**src/rtl/uart_rx_fifo.sv**
```systemverilog
// UART 8N1 receiver with input synchroniser and first-word-fall-through
// receive FIFO, level interrupt and sticky frame/overrun error flags.
module uart_rx_fifo #(
    parameter int CLK_HZ     = 50000000,
    parameter int BAUD       = 115200,
    parameter int FIFO_DEPTH = 8
) (
    input  logic                              clk,
    input  logic                              rst,
    input  logic                              uart_rx,
    output logic [7:0]                        rd_data,
    output logic                              rd_valid,
    input  logic                              rd_ready,
    output logic [$clog2(FIFO_DEPTH+1)-1:0]   fifo_count,
    output logic                              irq,
    output logic                              frame_err,
    output logic                              overrun,
    input  logic                              err_clr
);

    localparam int CLKS_PER_BIT = CLK_HZ / BAUD;
    localparam int CW = $clog2(CLKS_PER_BIT);
    localparam int PW = $clog2(FIFO_DEPTH);
    localparam int NW = $clog2(FIFO_DEPTH + 1);

    localparam logic [CW-1:0] BIT_LAST  = CW'(CLKS_PER_BIT - 1);
    localparam logic [CW-1:0] HALF_LAST = CW'(CLKS_PER_BIT / 2 - 1);
    localparam logic [NW-1:0] FULL_CNT  = NW'(FIFO_DEPTH);

    typedef enum logic [1:0] {
        IDLE  = 2'd0,
        START = 2'd1,
        DATA  = 2'd2,
        STOP  = 2'd3
    } state_t;

    // Receiver state
    logic          sync1_q, sync2_q;
    logic          rx_s;
    state_t        state_q, state_d;
    logic [CW-1:0] cnt_q, cnt_d;
    logic [2:0]    bit_idx_q, bit_idx_d;
    logic [7:0]    shift_q, shift_d;

    // FIFO state
    logic [7:0]    mem_q [FIFO_DEPTH];
    logic [7:0]    mem_d [FIFO_DEPTH];
    logic [PW-1:0] wr_ptr_q, wr_ptr_d;
    logic [PW-1:0] rd_ptr_q, rd_ptr_d;
    logic [NW-1:0] count_q, count_d;
    logic          frame_err_q, frame_err_d;
    logic          overrun_q, overrun_d;

    // Frame-level events
    logic          push;
    logic          ferr_set;
    logic          pop;
    logic          full;
    logic          wr_en;
    logic          ovr_set;

    assign rx_s = sync2_q;

    // State register
    always_ff @(posedge clk) begin
        if (rst) begin
            sync1_q     <= 1'b1;
            sync2_q     <= 1'b1;
            state_q     <= IDLE;
            cnt_q       <= '0;
            bit_idx_q   <= '0;
            shift_q     <= '0;
            wr_ptr_q    <= '0;
            rd_ptr_q    <= '0;
            count_q     <= '0;
            frame_err_q <= 1'b0;
            overrun_q   <= 1'b0;
        end else begin
            sync1_q     <= uart_rx;
            sync2_q     <= sync1_q;
            state_q     <= state_d;
            cnt_q       <= cnt_d;
            bit_idx_q   <= bit_idx_d;
            shift_q     <= shift_d;
            wr_ptr_q    <= wr_ptr_d;
            rd_ptr_q    <= rd_ptr_d;
            count_q     <= count_d;
            frame_err_q <= frame_err_d;
            overrun_q   <= overrun_d;
        end
    end

    // Storage needs no reset: rd_data is masked while empty
    always_ff @(posedge clk) begin
        mem_q <= mem_d;
    end

    // Next-state logic
    always_comb begin
        state_d   = state_q;
        cnt_d     = cnt_q;
        bit_idx_d = bit_idx_q;
        shift_d   = shift_q;
        unique case (state_q)
            IDLE: begin
                if (!rx_s) begin
                    state_d = START;
                    cnt_d   = '0;
                end
            end
            START: begin
                if (cnt_q == HALF_LAST) begin
                    cnt_d     = '0;
                    bit_idx_d = '0;
                    state_d   = rx_s ? IDLE : DATA;
                end else begin
                    cnt_d = cnt_q + 1'b1;
                end
            end
            DATA: begin
                if (cnt_q == BIT_LAST) begin
                    cnt_d            = '0;
                    shift_d[bit_idx_q] = rx_s;
                    if (bit_idx_q == 3'd7) begin
                        state_d = STOP;
                    end else begin
                        bit_idx_d = bit_idx_q + 1'b1;
                    end
                end else begin
                    cnt_d = cnt_q + 1'b1;
                end
            end
            STOP: begin
                if (cnt_q == BIT_LAST) begin
                    cnt_d   = '0;
                    state_d = IDLE;
                end else begin
                    cnt_d = cnt_q + 1'b1;
                end
            end
            default: begin
                state_d = IDLE;
                cnt_d   = '0;
            end
        endcase
    end

    // FSM outputs: stop-bit verdict
    always_comb begin
        push     = 1'b0;
        ferr_set = 1'b0;
        if (state_q == STOP && cnt_q == BIT_LAST) begin
            push     = rx_s;
            ferr_set = !rx_s;
        end
    end

    // FIFO control; a pop frees the slot a same-cycle push needs
    always_comb begin
        pop      = (count_q != '0) && rd_ready;
        full     = (count_q == FULL_CNT);
        wr_en    = push && (!full || pop);
        ovr_set  = push && full && !pop;
        mem_d    = mem_q;
        wr_ptr_d = wr_ptr_q;
        rd_ptr_d = rd_ptr_q;
        count_d  = count_q;
        if (wr_en) begin
            mem_d[wr_ptr_q] = shift_q;
            wr_ptr_d        = wr_ptr_q + 1'b1;
        end
        if (pop) begin
            rd_ptr_d = rd_ptr_q + 1'b1;
        end
        if (wr_en && !pop) begin
            count_d = count_q + 1'b1;
        end else if (pop && !wr_en) begin
            count_d = count_q - 1'b1;
        end
    end

    // Sticky flags: a set event beats a same-cycle clear
    always_comb begin
        frame_err_d = frame_err_q;
        overrun_d   = overrun_q;
        if (err_clr) begin
            frame_err_d = 1'b0;
            overrun_d   = 1'b0;
        end
        if (ferr_set) begin
            frame_err_d = 1'b1;
        end
        if (ovr_set) begin
            overrun_d = 1'b1;
        end
    end

    assign rd_valid   = (count_q != '0);
    assign rd_data    = rd_valid ? mem_q[rd_ptr_q] : 8'h00;
    assign fifo_count = count_q;
    assign irq        = rd_valid;
    assign frame_err  = frame_err_q;
    assign overrun    = overrun_q;

endmodule

```
**config.mk**
```make
export PLATFORM = sky130hd
export DESIGN_NAME = uart_rx_fifo
export DESIGN_NICKNAME = d
export VERILOG_FILES = /design/src/rtl/uart_rx_fifo.sv
export SDC_FILE = /design/constraint.sdc
export NUM_CORES = 1
export LEC_CHECK = 0
export ABC_AREA = 1
export CAP_MARGIN = 15
export CORE_MARGIN = 3
export CORE_UTILIZATION = 60
export CTS_CLUSTER_DIAMETER = 200
export CTS_CLUSTER_SIZE = 14
export DETAILED_ROUTE_END_ITERATION = 16
export PLACE_DENSITY = 0.8
export SYNTH_ARGS = -nofsm -noshare
export SYNTH_HDL_FRONTEND = slang
export SYNTH_SLANG_ARGS = --single-unit
```
**constraint.sdc**
```tcl
create_clock -name clk -period 3.4 [get_ports clk]
set_clock_uncertainty 0.05 [all_clocks]
set_input_delay 0.51 -clock clk [delete_from_list [all_inputs] [get_ports clk]]
set_output_delay 0.51 -clock clk [all_outputs]
set_load 0.05 [all_outputs]
```
# == Word level (Yosys, flattened, before mapping) ==
# Cells that the tools add are included.
# classes
n_bitwise,2
order_cmp,5
eq_ne,13
n_reduce_logical,24
muxes,32
addsub,6
# ops
cell,count
bitwise mux 64 bit,1
2-to-1 mux 8 bit,4
2-to-1 mux 9 bit,3
one-hot mux 9 bit (3 select lines),1
binary-select mux 8 bit (select 3 bit),1
demux 8 bit (select 3 bit),1
2-to-1 mux 2 bit,6
"!= test 2 bit, second input constant",6
"adder 3 x 1 -> 3 bit, second input constant",3
"adder 9 x 1 -> 9 bit, second input constant",1
"equality test 9 x 8 -> 1 bit, second input constant",1
"equality test 9 bit, second input constant",1
logical AND 1 bit,9
2-to-1 mux 3 bit,3
bitwise mux 8 bit,1
"greater-or-equal comparator 4 bit, second input constant",2
2-to-1 mux 4 bit,2
NOT 3 -> 4 bit,2
one-hot mux 2 bit (4 select lines),1
nonzero test 2 bit,4
2-to-1 mux 1 bit,6
one-hot mux 3 bit (2 select lines),1
AND reduction 5 bit,1
"adder 4 x 1 -> 4 bit, second input constant",1
other kinds (16),20
# totals
reg_bits,100
out_inout_bits,16
word_cells,101

# == Depth between registers and ports, before layout ==
# depth
depth_word,8
depth_mapped,16

# == Worst setup path after synthesis ==
# OpenSTA, ideal clock, no wires.
# synth_path
kind,flip-flop to flip-flop
from,"reg count_q[0], in the netlist fifo_count[0]"
to,"reg count_q[3], in the netlist fifo_count[3]"
stages_incl_launch_ff,12
arrival_ns,2.737
synth_period_minus_slack_ns,2.857
setup_slack_ns,0.543
path_cell_list,dfxtp_1 -> nor2_1 -> nand3_1 -> nand2_1 -> ha_1 -> inv_1 -> ha_1 -> a21oi_1 -> and2_1 -> xor2_1 -> nand2_1 -> a21oi_1
# synth_via
elab_chain_cells,7
word_cells_on_any_way,15
cone_classes,2 x add/sub; 1 x eq/ne; 2 x mux; 10 x reduce/logical
# synth_lines
element,line,rtl
"start, declared",50,"logic [NW-1:0] count_q, count_d;"
"start signal, assigned",87,count_q <= count_d;
nonzero test 4 bit (*),-,
via irq,15,"output logic irq,"
logical AND 1 bit (*),160,pop = (count_q != '0) && rd_ready;
logical OR 1 bit,162,wr_en = push && (!full || pop);
logical AND 1 bit,162,
logical NOT 1 bit,177,end else if (pop && !wr_en) begin
logical AND 1 bit,177,
nonzero test 2 bit (no line),-,
# The timed path passes the listed nets; every way through them passes the cells marked *. The select of a mux whose other input is x is not followed.
# A chain may end at the register's enable or synchronous reset.

# == Worst setup path after layout ==
# layout_path
from,reg cnt_q[0]
to,"reg count_q[3], in the netlist fifo_count[3]"
# layout_via
elab_chain_cells,7
word_cells_on_any_way,9
cone_classes,1 x eq/ne; 2 x mux; 6 x reduce/logical
# layout_lines
element,line,rtl
"start, declared",41,"logic [CW-1:0] cnt_q, cnt_d;"
"start signal, assigned",82,cnt_q <= cnt_d;
equality test 9 bit (*),152,if (state_q == STOP && cnt_q == BIT_LAST) begin
logical AND 1 bit (*),152,
2-to-1 mux 1 bit (*),152,
logical AND 1 bit (*),162,
via wr_en,59,logic wr_en;
logical NOT 1 bit,177,
logical AND 1 bit,177,
nonzero test 2 bit (no line),-,
# The timed path passes the listed nets; every way through them passes the cells marked *.

==> impl_metrics.tcl <==
set metrics [dict create \
    status "complete, no violations" \
    worst_ep_arrival_time_ns 2.87 \
    swShare_pct 39.5 \
    cts-root-buf "clkbuf_8" \
    cts_buffers 9 \
    h-tree-depth 3 \
    path_class "reg -> reg" \
    synth.top_cell.area_share_pct 42.5 \
    grt_start_max_net_pins 35 \
    cts.sinks 100 \
    wirelength_mm 9.31 \
    final.setup.tns_ns 0 \
    syn_inst 477 \
    avgSynthCellArea_um2 9.48 \
    ys_seq_area_share_pct 58.4 \
    maxSlewViolCount 0 \
    worstPathMaxFanout 8 \
    gp_congestion 0.855 \
    drt_pass1_iterations 4 \
    switchingPower_mw 1.42 \
    dieWidth_um 92.8 \
    dp.cells 588 \
    num_rows 31 \
    drive_above_1_share_pct 11.1 \
    internal_power_mw 2.17 \
    relSlewSlack_pct 51.9 \
    stdcell_area_um2 5040 \
    synthesis.nets 493 \
    core_area_um2 7290 \
    yosysWarnings 0 \
    hold_viol_final 0 \
    final_cells 604 \
    drv_cap 0 \
    start_util_pct 62.0 \
    cts_buffer_depth 2 \
    syn_area_um2 4520 \
    max_freq_mhz 378 \
    ctsHoldBuffers 0 \
    synth.most_common_cell "nor2_1" \
    p_leak_nw 1.96 \
    finalCritPeriodShare_pct 77.7 \
    rsz0062_at_grt "no" \
    dieArea_um2 8620 \
    multi_input_area_um2 1650 \
    grt_pass1_vias 3272 \
    clk-insertion-delay-late_ns 0.35 \
    antennaDiodeCount 0 \
    cp-start-kind "flip-flop" \
    clkPwrFrac_pct 23.0 \
    clkTransAtPathRegs_ns 0.09 \
    cts_tree "yes" \
    ys_types 34 \
    async_flop_share_pct 0 \
    cp.required_ns 3.63 \
    power_frac_comb_pct 38.6 \
    synth_top_area_cell "edfxtp_1" \
    cts_resized 0 \
    viasPerCell 5.61 \
    grt_antenna_before_repair 0 \
    placed_area_um2 4820 \
    grt_pass1_wl_mm 15.7 \
    synthTopCellsByCount "nor2_1, nand2_1, edfxtp_1, o21ai_0, dfxtp_1" \
    drt.antenna.violating_nets 0 \
    report.power.total_mw 3.59 \
    fillers 535 \
    power.density_cell_area_nw_per_um2 712 \
    port_buffers 20 \
    nets 516 \
    synth_area_leaders "edfxtp_1, dfxtp_1, nor2_1, o21ai_0, nand2_1" \
    dp_hpwl_mm 6.21 \
    grt_util_all_layers_pct 23.3 \
    ys_seq_elements 100 \
    period_needed_ns 2.64 \
    setup_viol 0 \
    syn2layout_area_growth_pct 11.4 \
    regArea_um2 2640 \
    synth_edf_count 64 \
    route.vias.total 3390 \
    tightest_slew_ns 0.717 \
    wl_per_cell_um 15.4 \
    io_pins 21 \
    drt_iter0_markers 259 \
    drc_errors 0 \
    gr-total-overflow 0 \
    p_seq_share_pct 38.4 \
    cp-end-kind "flip-flop" \
    cts_setup_buffers 0 \
    synth_flop_cell "edfxtp_1" \
    die_h_um 92.8 \
    hp-class "reg -> reg" \
    ir_worst_vdd_v 0.000357 \
]
-- logic make-up (layout without fill, tap and decap cells) --
logic type / count (synthesis) / in the layout / share of synthesized area (%)
and+or+nand+nor: 209 / 209 / 20.9
DFF: 100 / 100 / 58.4
AOI/OAI and AO/OA: 95 / 95 / 11.4
buffers and inverters: 57 / 85 / 5.12
adders and majority gates: 11 / 11 / 3.21
xor gates and xnor gates: 5 / 5 / 0.968
-- area by class of cell --
| class | count | area share [%] |
|---|---|---|
| Multi-Input combinational cell | 320 | 32.7 |
| Tap cell | 99 | 2.46 |
| Sequential cell | 100 | 52.4 |
| Inverter | 40 | 3.08 |
| Clock buffer | 10 | 2.53 |
| Clock inverter | 6 | 1.86 |
| Timing Repair Buffer | 29 | 4.91 |
-- metrics by stage --
stage / utilization [%] / setup slack (ns) / hold WS (ns)
after floorplan: - / 0.543 / 0.339
after global placement: 66.1 / 0.711 / 0.345
after detailed placement: 66.1 / 0.631 / 0.356
after CTS: 69.1 / 0.753 / 0.379
after global routing: 69.1 / 0.470 / 0.393
final: 69.1 / 0.758 / 0.374
-- routing by layer --
metal / wire length [um] / share of wire [%] / vias to the layer above / GRT usage [%]
li1: - / - / 1670 / -
met1: 3860 / 41 / 1600 / 29.4
met2: 4730 / 51 / 108 / 39.2
met3: 581 / 6.2 / 12 / 6.09
met4: 138 / 1.5 / 0 / 7.45
met5: 0 / 0 / - / 0
-- power groups by stage --
stage                     clock (mW)  sequential [mW]  combinational [mW]
after CTS                      0.837             1.38                1.39
final                          0.826             1.38                1.39
after global routing           0.886             1.39                1.52
after detailed placement           0             1.40                1.39
after global placement             0             1.40                1.33
after floorplan                    0             1.46               0.928
-- flip-flops by register name, indices dropped and copies added (netlist names), named ones only --
register    count
cnt_q           9
fifo_count      4
frame_err       1
wr_ptr_q        3
state_q         1
mem_q          64
sync1_q         1
rx_s            1
rd_ptr_q        3
overrun         1
shift_q         8
bit_idx_q       3
-- cell usage in the layout (no fill, tap or decap), types with 2 or more instances in the layout --
master           Yosys  layout
buf_4                1      17
nand2_1             66      66
inv_1               35      35
nand2_4              3       3
o32ai_1              8       8
edfxtp_1            64      64
o21ai_0             55      55
nand3_1             11      11
inv_6                1       4
bufinv_16            0       2
xor2_1               5       5
or2_2                2       2
nor3_1               9       9
clkdlybuf4s50_1      0      12
clkbuf_8             0       9
ha_1                10      10
nand2_2              2       2
dfxtp_1             36      36
nor2_4               4       4
inv_2                4       4
nand4_1              6       6
nor3_2               5       5
nor2_1              96      96
a21oi_1             29      29
-- worst max-delay path: stages (launching register included) --
cell     delay (ns)
dfxtp_1        0.44
ha_1           0.18
nand2_1        0.06
nor2_2         0.15
nand2_4        0.12
nor2_4         0.16
nand3_4        0.12
inv_6          0.11
ha_1           0.18
inv_1          0.09
ha_1           0.33
a21oi_1        0.14
and2_1         0.14
xor2_1         0.14
nand2_1        0.06
a21oi_1        0.12
-- path summary, 6_finish.rpt --
path              slack, ns  cells after the start                          to             startpoint
setup / recovery       0.76                     15  fifo_count[3]$_SDFFE_PP0P_  cnt_q[0]$_SDFFE_PP0P_
hold / removal         0.37                      1             rx_s$_SDFF_PP1_     sync1_q$_SDFF_PP1_
setup reg to reg       0.76                     15  fifo_count[3]$_SDFFE_PP0P_  cnt_q[0]$_SDFFE_PP0P_
hold reg to reg        0.37                      1             rx_s$_SDFF_PP1_     sync1_q$_SDFF_PP1_
Note: power is estimated with default switching activity, not from simulation.
